## src/rtl/adder_op_driver_pkg.sv

```systemverilog
// Shared encodings for the 4-bit adder pin protocol and its initiator-side driver.
package adder_op_driver_pkg;

  localparam int unsigned OPERAND_W = 4;

  // Debug state reported by the adder core on its state[1:0] pins.
  typedef enum logic [1:0] {
    AdderIdle    = 2'b00,
    AdderLoadedA = 2'b01,
    AdderResult  = 2'b10
  } adder_state_e;

  typedef enum logic [2:0] {
    StIdle     = 3'd0,
    StFlushB   = 3'd1,
    StFlushGap = 3'd2,
    StDrvA     = 3'd3,
    StDrvB     = 3'd4,
    StWaitRdy  = 3'd5,
    StResp     = 3'd6
  } drv_state_e;

  function automatic logic [OPERAND_W:0] ref_sum(input logic [OPERAND_W-1:0] a,
                                                 input logic [OPERAND_W-1:0] b);
    return {1'b0, a} + {1'b0, b};
  endfunction

endpackage

```

## src/rtl/adder_op_driver_checker.sv

```systemverilog
// Reference 5-bit sum of the latched operands compared against the adder's captured result.
module adder_op_driver_checker
  import adder_op_driver_pkg::*;
(
  input  logic [OPERAND_W-1:0] i_a,
  input  logic [OPERAND_W-1:0] i_b,
  input  logic [OPERAND_W-1:0] i_sum,
  input  logic                 i_carry,
  output logic                 o_mismatch
);

  assign o_mismatch = ({i_carry, i_sum} != ref_sum(i_a, i_b));

endmodule

```

## src/rtl/adder_op_driver.sv

```systemverilog
// Initiator for the 4-bit adder pins: sequences load_a/load_b, captures and self-checks the
// result, and returns it on a valid/ready port. All outputs are registered.
module adder_op_driver
  import adder_op_driver_pkg::*;
#(
  parameter int unsigned TIMEOUT = 8
) (
  input  logic                 clk,
  input  logic                 rst_n,
  input  logic                 ena,
  input  logic                 op_valid,
  output logic                 op_ready,
  input  logic [OPERAND_W-1:0] op_a,
  input  logic [OPERAND_W-1:0] op_b,
  output logic                 res_valid,
  input  logic                 res_ready,
  output logic [OPERAND_W-1:0] res_sum,
  output logic                 res_carry,
  output logic                 res_timeout,
  output logic                 res_mismatch,
  output logic [OPERAND_W-1:0] dut_data,
  output logic                 dut_load_a,
  output logic                 dut_load_b,
  input  logic [OPERAND_W-1:0] dut_sum,
  input  logic                 dut_carry,
  input  logic                 dut_ready,
  input  logic [1:0]           dut_state,
  output logic [7:0]           err_count
);

  localparam int unsigned CntW = $clog2(TIMEOUT + 1);

  drv_state_e           r_state, w_state_d;
  logic [OPERAND_W-1:0] r_a, r_b, w_a_d, w_b_d;
  logic [CntW-1:0]      r_cnt, w_cnt_d;
  logic                 r_op_ready, r_res_valid, r_res_carry, r_res_timeout, r_res_mismatch;
  logic                 w_res_carry_d, w_res_timeout_d, w_res_mismatch_d;
  logic [OPERAND_W-1:0] r_res_sum, w_res_sum_d, r_dut_data, w_dut_data_d;
  logic                 r_dut_load_a, r_dut_load_b;
  logic [7:0]           r_err_count;
  logic                 w_accept, w_mismatch, w_err_inc;

  adder_op_driver_checker u_checker (
    .i_a       (r_a),
    .i_b       (r_b),
    .i_sum     (dut_sum),
    .i_carry   (dut_carry),
    .o_mismatch(w_mismatch)
  );

  assign w_accept = op_valid && r_op_ready && (r_state == StIdle);

  always_comb begin
    w_state_d        = r_state;
    w_a_d            = r_a;
    w_b_d            = r_b;
    w_cnt_d          = r_cnt;
    w_res_sum_d      = r_res_sum;
    w_res_carry_d    = r_res_carry;
    w_res_timeout_d  = r_res_timeout;
    w_res_mismatch_d = r_res_mismatch;
    w_err_inc        = 1'b0;
    unique case (r_state)
      StIdle: begin
        if (w_accept) begin
          w_a_d = op_a;
          w_b_d = op_b;
          // An adder left holding A would pair our A load with stale data; flush it first.
          w_state_d = (dut_state == AdderLoadedA) ? StFlushB : StDrvA;
        end
      end
      StFlushB:   w_state_d = StFlushGap;
      StFlushGap: w_state_d = StDrvA;
      StDrvA:     w_state_d = StDrvB;
      StDrvB: begin
        w_state_d = StWaitRdy;
        w_cnt_d   = '0;
      end
      StWaitRdy: begin
        if (dut_ready) begin
          w_res_sum_d      = dut_sum;
          w_res_carry_d    = dut_carry;
          w_res_timeout_d  = 1'b0;
          w_res_mismatch_d = w_mismatch;
          w_err_inc        = w_mismatch;
          w_state_d        = StResp;
        end else if (r_cnt == CntW'(TIMEOUT - 1)) begin
          w_res_sum_d      = '0;
          w_res_carry_d    = 1'b0;
          w_res_timeout_d  = 1'b1;
          w_res_mismatch_d = 1'b0;
          w_err_inc        = 1'b1;
          w_state_d        = StResp;
        end else begin
          w_cnt_d = r_cnt + 1'b1;
        end
      end
      StResp: begin
        if (res_ready) w_state_d = StIdle;
      end
      default: w_state_d = StIdle;
    endcase
  end

  always_comb begin
    w_dut_data_d = r_dut_data;
    case (w_state_d)
      StFlushB, StFlushGap: w_dut_data_d = '0;
      StDrvA:               w_dut_data_d = w_a_d;
      StDrvB, StWaitRdy:    w_dut_data_d = w_b_d;
      default:              w_dut_data_d = r_dut_data;
    endcase
  end

  always_ff @(posedge clk or negedge rst_n) begin
    if (!rst_n) begin
      r_state        <= StIdle;
      r_a            <= '0;
      r_b            <= '0;
      r_cnt          <= '0;
      r_op_ready     <= 1'b0;
      r_res_valid    <= 1'b0;
      r_res_sum      <= '0;
      r_res_carry    <= 1'b0;
      r_res_timeout  <= 1'b0;
      r_res_mismatch <= 1'b0;
      r_dut_data     <= '0;
      r_dut_load_a   <= 1'b0;
      r_dut_load_b   <= 1'b0;
      r_err_count    <= '0;
    end else if (ena) begin
      r_state        <= w_state_d;
      r_a            <= w_a_d;
      r_b            <= w_b_d;
      r_cnt          <= w_cnt_d;
      r_op_ready     <= (w_state_d == StIdle);
      r_res_valid    <= (w_state_d == StResp);
      r_res_sum      <= w_res_sum_d;
      r_res_carry    <= w_res_carry_d;
      r_res_timeout  <= w_res_timeout_d;
      r_res_mismatch <= w_res_mismatch_d;
      r_dut_data     <= w_dut_data_d;
      r_dut_load_a   <= (w_state_d == StDrvA);
      r_dut_load_b   <= (w_state_d == StFlushB) || (w_state_d == StDrvB);
      if (w_err_inc && (r_err_count != 8'hFF)) r_err_count <= r_err_count + 8'd1;
    end
  end

  assign op_ready     = r_op_ready;
  assign res_valid    = r_res_valid;
  assign res_sum      = r_res_sum;
  assign res_carry    = r_res_carry;
  assign res_timeout  = r_res_timeout;
  assign res_mismatch = r_res_mismatch;
  assign dut_data     = r_dut_data;
  assign dut_load_a   = r_dut_load_a;
  assign dut_load_b   = r_dut_load_b;
  assign err_count    = r_err_count;

endmodule

```

## config.mk

```make
export PLATFORM = sky130hd
export DESIGN_NAME = adder_op_driver
export DESIGN_NICKNAME = d
export VERILOG_FILES = /design/src/rtl/adder_op_driver_pkg.sv /design/src/rtl/adder_op_driver_checker.sv /design/src/rtl/adder_op_driver.sv
export SDC_FILE = /design/constraint.sdc
export NUM_CORES = 1
export LEC_CHECK = 0
export ABC_CLOCK_PERIOD_IN_PS = 3300
export CORE_UTILIZATION = 40
export CTS_CLUSTER_SIZE = 10
export DETAILED_ROUTE_END_ITERATION = 7
export DONT_BUFFER_PORTS = 1
export GPL_TIMING_DRIVEN = 0
export SYNTH_ARGS = -nofsm -noshare
export SYNTH_HDL_FRONTEND = slang
export SYNTH_HIERARCHICAL = 1
export SYNTH_SLANG_ARGS = --single-unit
```

## constraint.sdc

```tcl
create_clock -name clk -period 3.3 [get_ports clk]
set_clock_uncertainty 0.15 [all_clocks]
set_input_delay 0.495 -clock clk [delete_from_list [all_inputs] [get_ports clk]]
set_output_delay 0.495 -clock clk [all_outputs]
set_load 0.05 [all_outputs]
```

== After elaboration in Yosys (flattened, before gate mapping) ==
Cells that the tools add are included.

* Bits in registers: 38
* Input port bits: 21
* Output and inout port bits: 23
* Word-level logic and storage cells: 74

* $add $sub $neg: 3
* Equality and inequality tests: 18
* Mux-type cells: 24
* Reduce and logical (&&, ||, !) cells: 15

{| class="wikitable"
|+ Operators with widths
! cell !! count
|-
| 2-to-1 mux 4 bit || 8
|-
| case mux 3 bit (7 select lines) || 1
|-
| == test 3 bit (second input constant) || 6
|-
| == test 3 x 2 -> 1 bit (second input constant) || 4
|-
| 2-to-1 mux 3 bit || 4
|-
| case mux 4 bit (3 select lines) || 1
|-
| adder 8 x 1 -> 8 bit (second input constant) || 1
|-
| 2-to-1 mux 1 bit || 8
|-
| inequality test 8 bit (second input constant) || 1
|-
| case mux 4 bit (2 select lines) || 1
|-
| == test 3 x 1 -> 1 bit (second input constant) || 2
|-
| logical NOT 3 bit || 2
|-
| adder 4 x 4 -> 5 bit || 1
|-
| inequality test 5 bit || 1
|-
| adder 4 x 1 -> 4 bit (second input constant) || 1
|-
| == test 4 x 3 -> 1 bit (second input constant) || 1
|-
| inequality test 2 bit (second input constant) || 2
|-
| AND reduction 2 bit || 2
|-
| AND reduction 4 bit || 1
|-
| nonzero test 2 bit || 2
|-
| OR reduction 2 bit || 2
|-
| logical AND 1 bit || 3
|-
| AND reduction 3 bit || 1
|-
| nonzero test 3 bit || 1
|-
| 3 further kinds || 3
|}

== Longest topological paths before layout ==
Gate-level depths: netlist of run 1.

* Depth after elaboration: 8
* Mapped depth: 10

== By module ==
Netlist of run 1, hierarchy kept.

{| class="wikitable"
|+ Modules (own cells, without submodules)
! module !! times used !! cells an instance !! area each (sq um)
|-
| adder_op_driver || 1 || 180 || 1,886.8
|-
| adder_op_driver_checker || 1 || 18 || 175.2
|}

== Worst setup path after synthesis of run 1 ==
No wires, ideal clock.

* Path type: reg2reg
* Start: register r_a[0]
* End: register r_err_count[1], in the netlist err_count[1]
* Library setup time: 0.127 ns
* Arrival: 2.274 ns
* Required time: 3.023 ns
* Slack: 0.748 ns
* Cell stages (with the launch flop): 10
* Buffers on the path: 0
* Path through: dfrtp_1 -> ha_1 -> fa_1 -> a21o_1 -> a21oi_2 -> xor2_1 -> nand3_1 -> nor2b_1 -> a311oi_4 -> mux2_1

* Word-level cells in the longest chain between the ends: 6

{| class="wikitable"
|+ Ends and longest elaborated chain
! what !! line !! text
|-
| start, declared || adder_op_driver.sv:34 || <nowiki>logic [OPERAND_W-1:0] r_a, r_b, w_a_d, w_b_d;</nowiki>
|-
| start signal, assigned || adder_op_driver.sv:133 || <nowiki>r_a <= w_a_d;</nowiki>
|-
| adder 4 x 4 -> 5 bit || adder_op_driver_pkg.sv:25 || <nowiki>return {1'b0, a} + {1'b0, b};</nowiki>
|-
| inequality test 5 bit || adder_op_driver_checker.sv:12 || <nowiki>assign o_mismatch = ({i_carry, i_sum} != ref_sum(i_a, i_b));</nowiki>
|-
| via w_mismatch || adder_op_driver.sv:41 || <nowiki>logic w_accept, w_mismatch, w_err_inc;</nowiki>
|-
| 2-to-1 mux 1 bit || adder_op_driver.sv:80 || <nowiki>if (dut_ready) begin</nowiki>
|-
| 2-to-1 mux 1 bit || adder_op_driver.sv:63 || <nowiki>unique case (r_state)</nowiki>
|-
| logical AND 1 bit || adder_op_driver.sv:145 || <nowiki>if (w_err_inc && (r_err_count != 8'hFF)) r_err_count <= r_err_count + 8'd1;</nowiki>
|-
| AND reduction 2 bit (no source line) || - ||
|-
| end signal, assigned || adder_op_driver.sv:145 ||
|-
| end, declared || adder_op_driver.sv:40 || <nowiki>logic [7:0] r_err_count;</nowiki>
|}

The timed path passes the listed nets, and every way through them passes these cells.
A chain may end at the register's enable or synchronous reset.

== Final worst setup path of run 1 ==
* Start: register r_a[0]
* End: register r_err_count[6], in the netlist err_count[6]

The elaborated chain is that of the path after synthesis.

==> flow_summary.toml, run 1 <==
[sta]
grt_setup_unrepaired = "no"
fin_crit_ns = 2.74
worstMarginPinSlew_ns = 0.615
relSlewSlack = 0.590
drv_slew = 0
finalSetupViolCount = 0
hold_violations = 0
tns_ns = 0
period_share = 0.830
fmax_ghz = 0.365

[cells_and_area]
nNetsFinal = 235
multiInputGateArea_sq_um = 1040
n_antenna_cell = 0
drive_above_1_share = 0.120
design_area_sq_um = 2310
area_growth_pct = 12.2
nFillCells = 471
seq_area_sq_um = 951
finalNonFillerCells = 275
layout_commonest_cell = "dfrtp_1"
mostFrequentLayoutCells = "dfrtp_1 (38), nand2_1 (22), o21ai_0 (18)"

[worst_setup_path]
critPathMaxStageDelay_ns = 0.46
endpoint_kind = "register"
path_max_fanout = 8
crit_family = "compound AO/OA/AOI/OAI gates"
crit_type = "register to register"
path_cells = "ha_1 -> fa_1 -> a21o_1 -> a21oi_2 -> xor2_1 -> nand3_1 -> nor2b_1 -> a311oi_4 -> nand4_1 -> xnor2_1"
critical_path_buf_inv_count = 0
start_kind = "register"
critPathSlowestCell = "a311oi_4"
crit_required_ns = 3.31
arrival_ns = 2.75

[clocking]
postCtsSetupRepairBufs = 0
tritoncts = "done"
cts.sinks = 38
cts_made_buffers = 5
clockBufferDepth = 2
clock_latency_ns = 0.30
htree_levels = 2
path_clk_slew_ns = 0.08
clockRootBuffer = "clkbuf_8"

[detailed_routing]
wl_per_cell_um = 15.0
routed_wl_um = 4120
vias = 1426
drc = 0
route.antenna.remaining_nets = 0
viasPerCell = 5.19
drt_iter0_drc = 84
dr.pass1.iters = 4

[place]
dpl.cell_count = 265
port_buffers = 0
dp_hpwl_um = 3010
place_area_sq_um = 2150
globalplace.congestion = 0.733

[power_and_ir_drop]
p_clk_frac = 0.211
p_total_mw = 2.28
seq_power_share = 0.471
power.leakage_nw = 1.03
p_int_mw = 1.26
p_per_area_nw_per_um2 = 983
swShare = 0.445
peakVddDrop_mv = 0.364
power.switching_mw = 1.01
power_frac_comb = 0.318

[global_route]
gr-usage-all-layers = 0.168
use_met3 = 0.0562
grtUsageMet1 = 0.221
grt_max_degree = 39
overflow = 0
use_met2 = 0.248
grt_pass1_vias = 1432
grt_pass1_wl_um = 6730
antenna_found_initial = 0
grt-busiest-layer = "met2"

[synth]
synthArstFlopShare = 1.00
synth_area_leaders = "dfrtp_1 (46%), o21ai_0 (4.4%), xnor2_1 (4.2%)"
yosysTopAreaCellShare = 0.461
synth-seq-area-share = 0.461
yosysTopAreaCell = "dfrtp_1"
dominantRegCellSynth = "dfrtp_1"
synth_cell_types = 49
syn_nets = 226
syn_area_sq_um = 2060
synth_edf_count = 0
postSynthCellCount = 198
ys_warn_count = 6
avgSynthCellArea_sq_um = 10.4
ys_ff_latch = 38

[die]
rows = 25
die_area_sq_um = 5450
start_util = 0.425
die_x_um = 73.8
core_area_sq_um = 4850
chipHeight_um = 73.8
boundaryPins = 44

[min_path]
hold_path.class = "input pin to register"

[run_status]
outcome = "finished clean"

[run]
drv_cap = 0
==> final timing paths <==
path	start	end	slack, ns	cells after the start
max	r_a[0]	err_count[6]	0.56	10
min	dut_sum[1]	res_sum[1]	0.19	2
max reg2reg	r_a[0]	err_count[6]	0.56	10
min reg2reg	r_cnt[3]	r_cnt[3]	0.34	1
max in group asynchronous	rst_n	dut_data[0]	2.30	2
min in group asynchronous	rst_n	dut_load_b	0.49	2
==> metal layers <==
metal	vias to the layer above	part of all wire
met2	38	0.43
li1	728	-
met4	0	0.017
met5	-	0
met3	7	0.070
met1	653	0.48
==> layout make-up <==
class / count / share of cell area
sequential: 38 / 0.411
buffer: 9 / 0.0233
clock buffer: 5 / 0.0297
inverter: 4 / 0.00649
clock inverter: 3 / 0.0297
multi-input combinational: 147 / 0.451
timing repair buffer: 2 / 0.0130
tap: 67 / 0.0362
==> power groups by stage <==
| stage | clock network [mW] | registers [mW] | logic [mW] |
|---|---|---|---|
| global route | 0.508 | 1.10 | 0.813 |
| floorplan | 0 | 1.05 | 0.607 |
| detailed placement | 0 | 1.09 | 0.709 |
| finish | 0.481 | 1.07 | 0.723 |
| CTS | 0.495 | 1.07 | 0.730 |
| global placement | 0 | 1.08 | 0.703 |
==> sequential cells by signal, indices dropped and copies added (netlist names) <==
signal,count
dut_data,4
dut_load_a,1
dut_load_b,1
err_count,8
op_ready,1
r_a,4
r_b,4
r_cnt,4
r_state,3
res_carry,1
res_mismatch,1
res_sum,4
res_timeout,1
res_valid,1
==> cell families (layout without fill, tap and decap cells) <==
logic type,after synthesis,after routing,synth area share
AOI/OAI and AO/OA,52,52,0.165
buffers and inverters,13,23,0.0334
xor gates and xnor gates,14,14,0.0595
and+or+nand+nor,59,59,0.158
DFF,38,38,0.461
adders and majority gates,7,7,0.0461
muxes,15,15,0.0771
==> Yosys cell counts, types with 4 or more instances <==
master / number
dfrtp_1: 38
nand2_1: 22
o21ai_0: 18
a21oi_1: 12
xnor2_1: 10
mux2i_1: 8
nor2_1: 8
ha_1: 6
mux2_1: 5
clkbuf_1: 4
nand3_1: 4
nand4_1: 4
o22ai_1: 4
xor2_1: 4
==> stage by stage <==
step | setup slack [ns] | hold WS (ns) | utilization
after floorplan | 0.748 | 0.0494 | -
after global placement | 0.565 | 0.0502 | 0.443
after detailed placement | 0.535 | 0.0505 | 0.443
after CTS | 0.533 | 0.175 | 0.477
after global routing | 0.400 | 0.191 | 0.477
final | 0.562 | 0.186 | 0.477
==> what timing repair did <==
item	in CTS	in global routing
hold buffers	2	0
endpoints found under the hold margin	38	0
gates resized for setup	0	0
Note: power is estimated with default switching activity, not from simulation.
==> inputs of run 2 (changes only) <==
ABC_CLOCK_PERIOD_IN_PS = 2500   (was 3300)
clock period = 2.5 ns   (was 3.3 ns; I/O delays follow)
==> flow_summary.toml, run 2 (same netlist as run 1, synthesis figures left out) <==
[run_status]
outcome = "finished, violations left"
violations = "setup timing"

[power_and_ir_drop]
peakVddDrop_mv = 0.578
p_per_area_nw_per_um2 = 1300
p_total_mw = 3.10
power.leakage_nw = 1.06
swShare = 0.437
power.switching_mw = 1.35
power_frac_comb = 0.332
seq_power_share = 0.458
p_int_mw = 1.74
p_clk_frac = 0.210

[die]
core_area_sq_um = 4850
die_area_sq_um = 5450
boundaryPins = 44
start_util = 0.425
rows = 25
chipHeight_um = 73.8
die_x_um = 73.8

[sta]
hold_violations = 0
fin_crit_ns = 2.55
grt_setup_unrepaired = "yes"
fin_ws_ns = -0.0458
drv_slew = 0
relSlewSlack = 0.585
fmax_ghz = 0.393
finalSetupViolCount = 6
period_share = 1.02
tns_ns = -0.180
worstMarginPinSlew_ns = 0.622

[worst_setup_path]
critPathMaxStageDelay_ns = 0.44
crit_family = "adder cells"
start_kind = "register"
critical_path_buf_inv_count = 1
r2r_cells = 10
r2r-start = "r_b[0]"
crit_cells = 10
path_cells = "ha_4 -> fa_2 -> a21o_1 -> a21oi_2 -> xor2_1 -> nand3_1 -> nor2b_2 -> a311oi_4 -> buf_6 -> mux2_4"
endpoint_kind = "register"
crit_required_ns = 2.53
arrival_ns = 2.58
critPathSlowestCell = "dfrtp_1"
critPathLaunch = "r_b[0]"
crit_type = "register to register"
path_max_fanout = 8

[global_route]
overflow = 0
antenna_found_initial = 0
grt_max_degree = 39
grt_pass1_vias = 1475
gr-usage-all-layers = 0.176
grt_pass1_wl_um = 7130

[clocking]
path_clk_slew_ns = 0.08
cts.sinks = 38
clockRootBuffer = "clkbuf_8"
htree_levels = 2
clock_latency_ns = 0.29
cts_made_buffers = 5
tritoncts = "done"
clockBufferDepth = 2

[cells_and_area]
layout_commonest_cell = "dfrtp_1"
area_growth_pct = 15.5
nFillCells = 441
largest_reg_flops = 8
drive_above_1_share = 0.160
multiInputGateArea_sq_um = 1070
nNetsFinal = 239
mostFrequentLayoutCells = "dfrtp_1 (38), nand2_1 (22), o21ai_0 (17)"
n_antenna_cell = 0
seq_area_sq_um = 951

[detailed_routing]
route.antenna.remaining_nets = 0
viasPerCell = 5.36
wl_per_cell_um = 15.5
drc = 0
dr.pass1.iters = 4
vias = 1496
routed_wl_um = 4320
drt_iter0_drc = 69

[min_path]
worstHoldStart = "dut_sum[3]"
hold_path.class = "input pin to register"
hold-path-cell-count = 2

[run]
drv_cap = 0

[place]
port_buffers = 0
globalplace.congestion = 0.760
dp_hpwl_um = 3050
[run 2: layout make-up]
cell class | count | area share
buffer | 9 | 0.0226
clock buffer | 6 | 0.0347
clock inverter | 2 | 0.0252
inverter | 4 | 0.00631
multi-input combinational | 147 | 0.450
sequential | 38 | 0.399
tap | 67 | 0.0352
timing repair buffer | 6 | 0.0268
[run 2: final timing paths]
kind | to | slack, ns
worst max-delay path | err_count[1] | -0.05
worst min-delay path | res_sum[3] | 0.07
worst max register to register | err_count[1] | -0.05
worst min register to register | r_cnt[3] | 0.32
max in group asynchronous | r_a[0] | 1.60
min in group asynchronous | dut_data[3] | 0.39
[run 2: what timing repair did]
action,in CTS,in global routing
resized for setup,5,3
setup buffers,3,1
endpoints found under the hold margin,38,0
pin swaps,3,10
hold buffers,2,0
setup endpoints to repair,7,12
[run 2: per-stage QoR]
stage	instances	util	hold slack, ns	area (sq um)	setup WS (ns)
after floorplan	198	-	-0.0706	2060	0.00445
after global placement	265	0.443	-0.0699	2150	-0.179
after detailed placement	265	0.443	-0.0701	2150	-0.208
after CTS	278	0.486	0.0635	2360	-0.0532
after global routing	279	0.491	0.0633	2380	-0.155
final	279	0.491	0.0699	2380	-0.0458
[run 2: power by group through the flow]
stage | logic [mW] | registers [mW] | clock network, mW
after floorplan | 0.802 | 1.38 | 0
after CTS | 0.997 | 1.42 | 0.665
after global placement | 0.933 | 1.43 | 0
after global routing | 1.16 | 1.45 | 0.691
after detailed placement | 0.946 | 1.43 | 0
final | 1.03 | 1.42 | 0.650
[run 2: routing by layer]
| layer | wire length (um) | track usage | up-vias | share of wire |
|---|---|---|---|---|
| met2 | 1890 | 0.251 | 31 | 0.44 |
| li1 | - | - | 737 | - |
| met4 | 54 | 0.0705 | 0 | 0.012 |
| met3 | 249 | 0.0604 | 4 | 0.058 |
| met1 | 2130 | 0.244 | 724 | 0.49 |
| met5 | 0 | 0 | - | 0 |
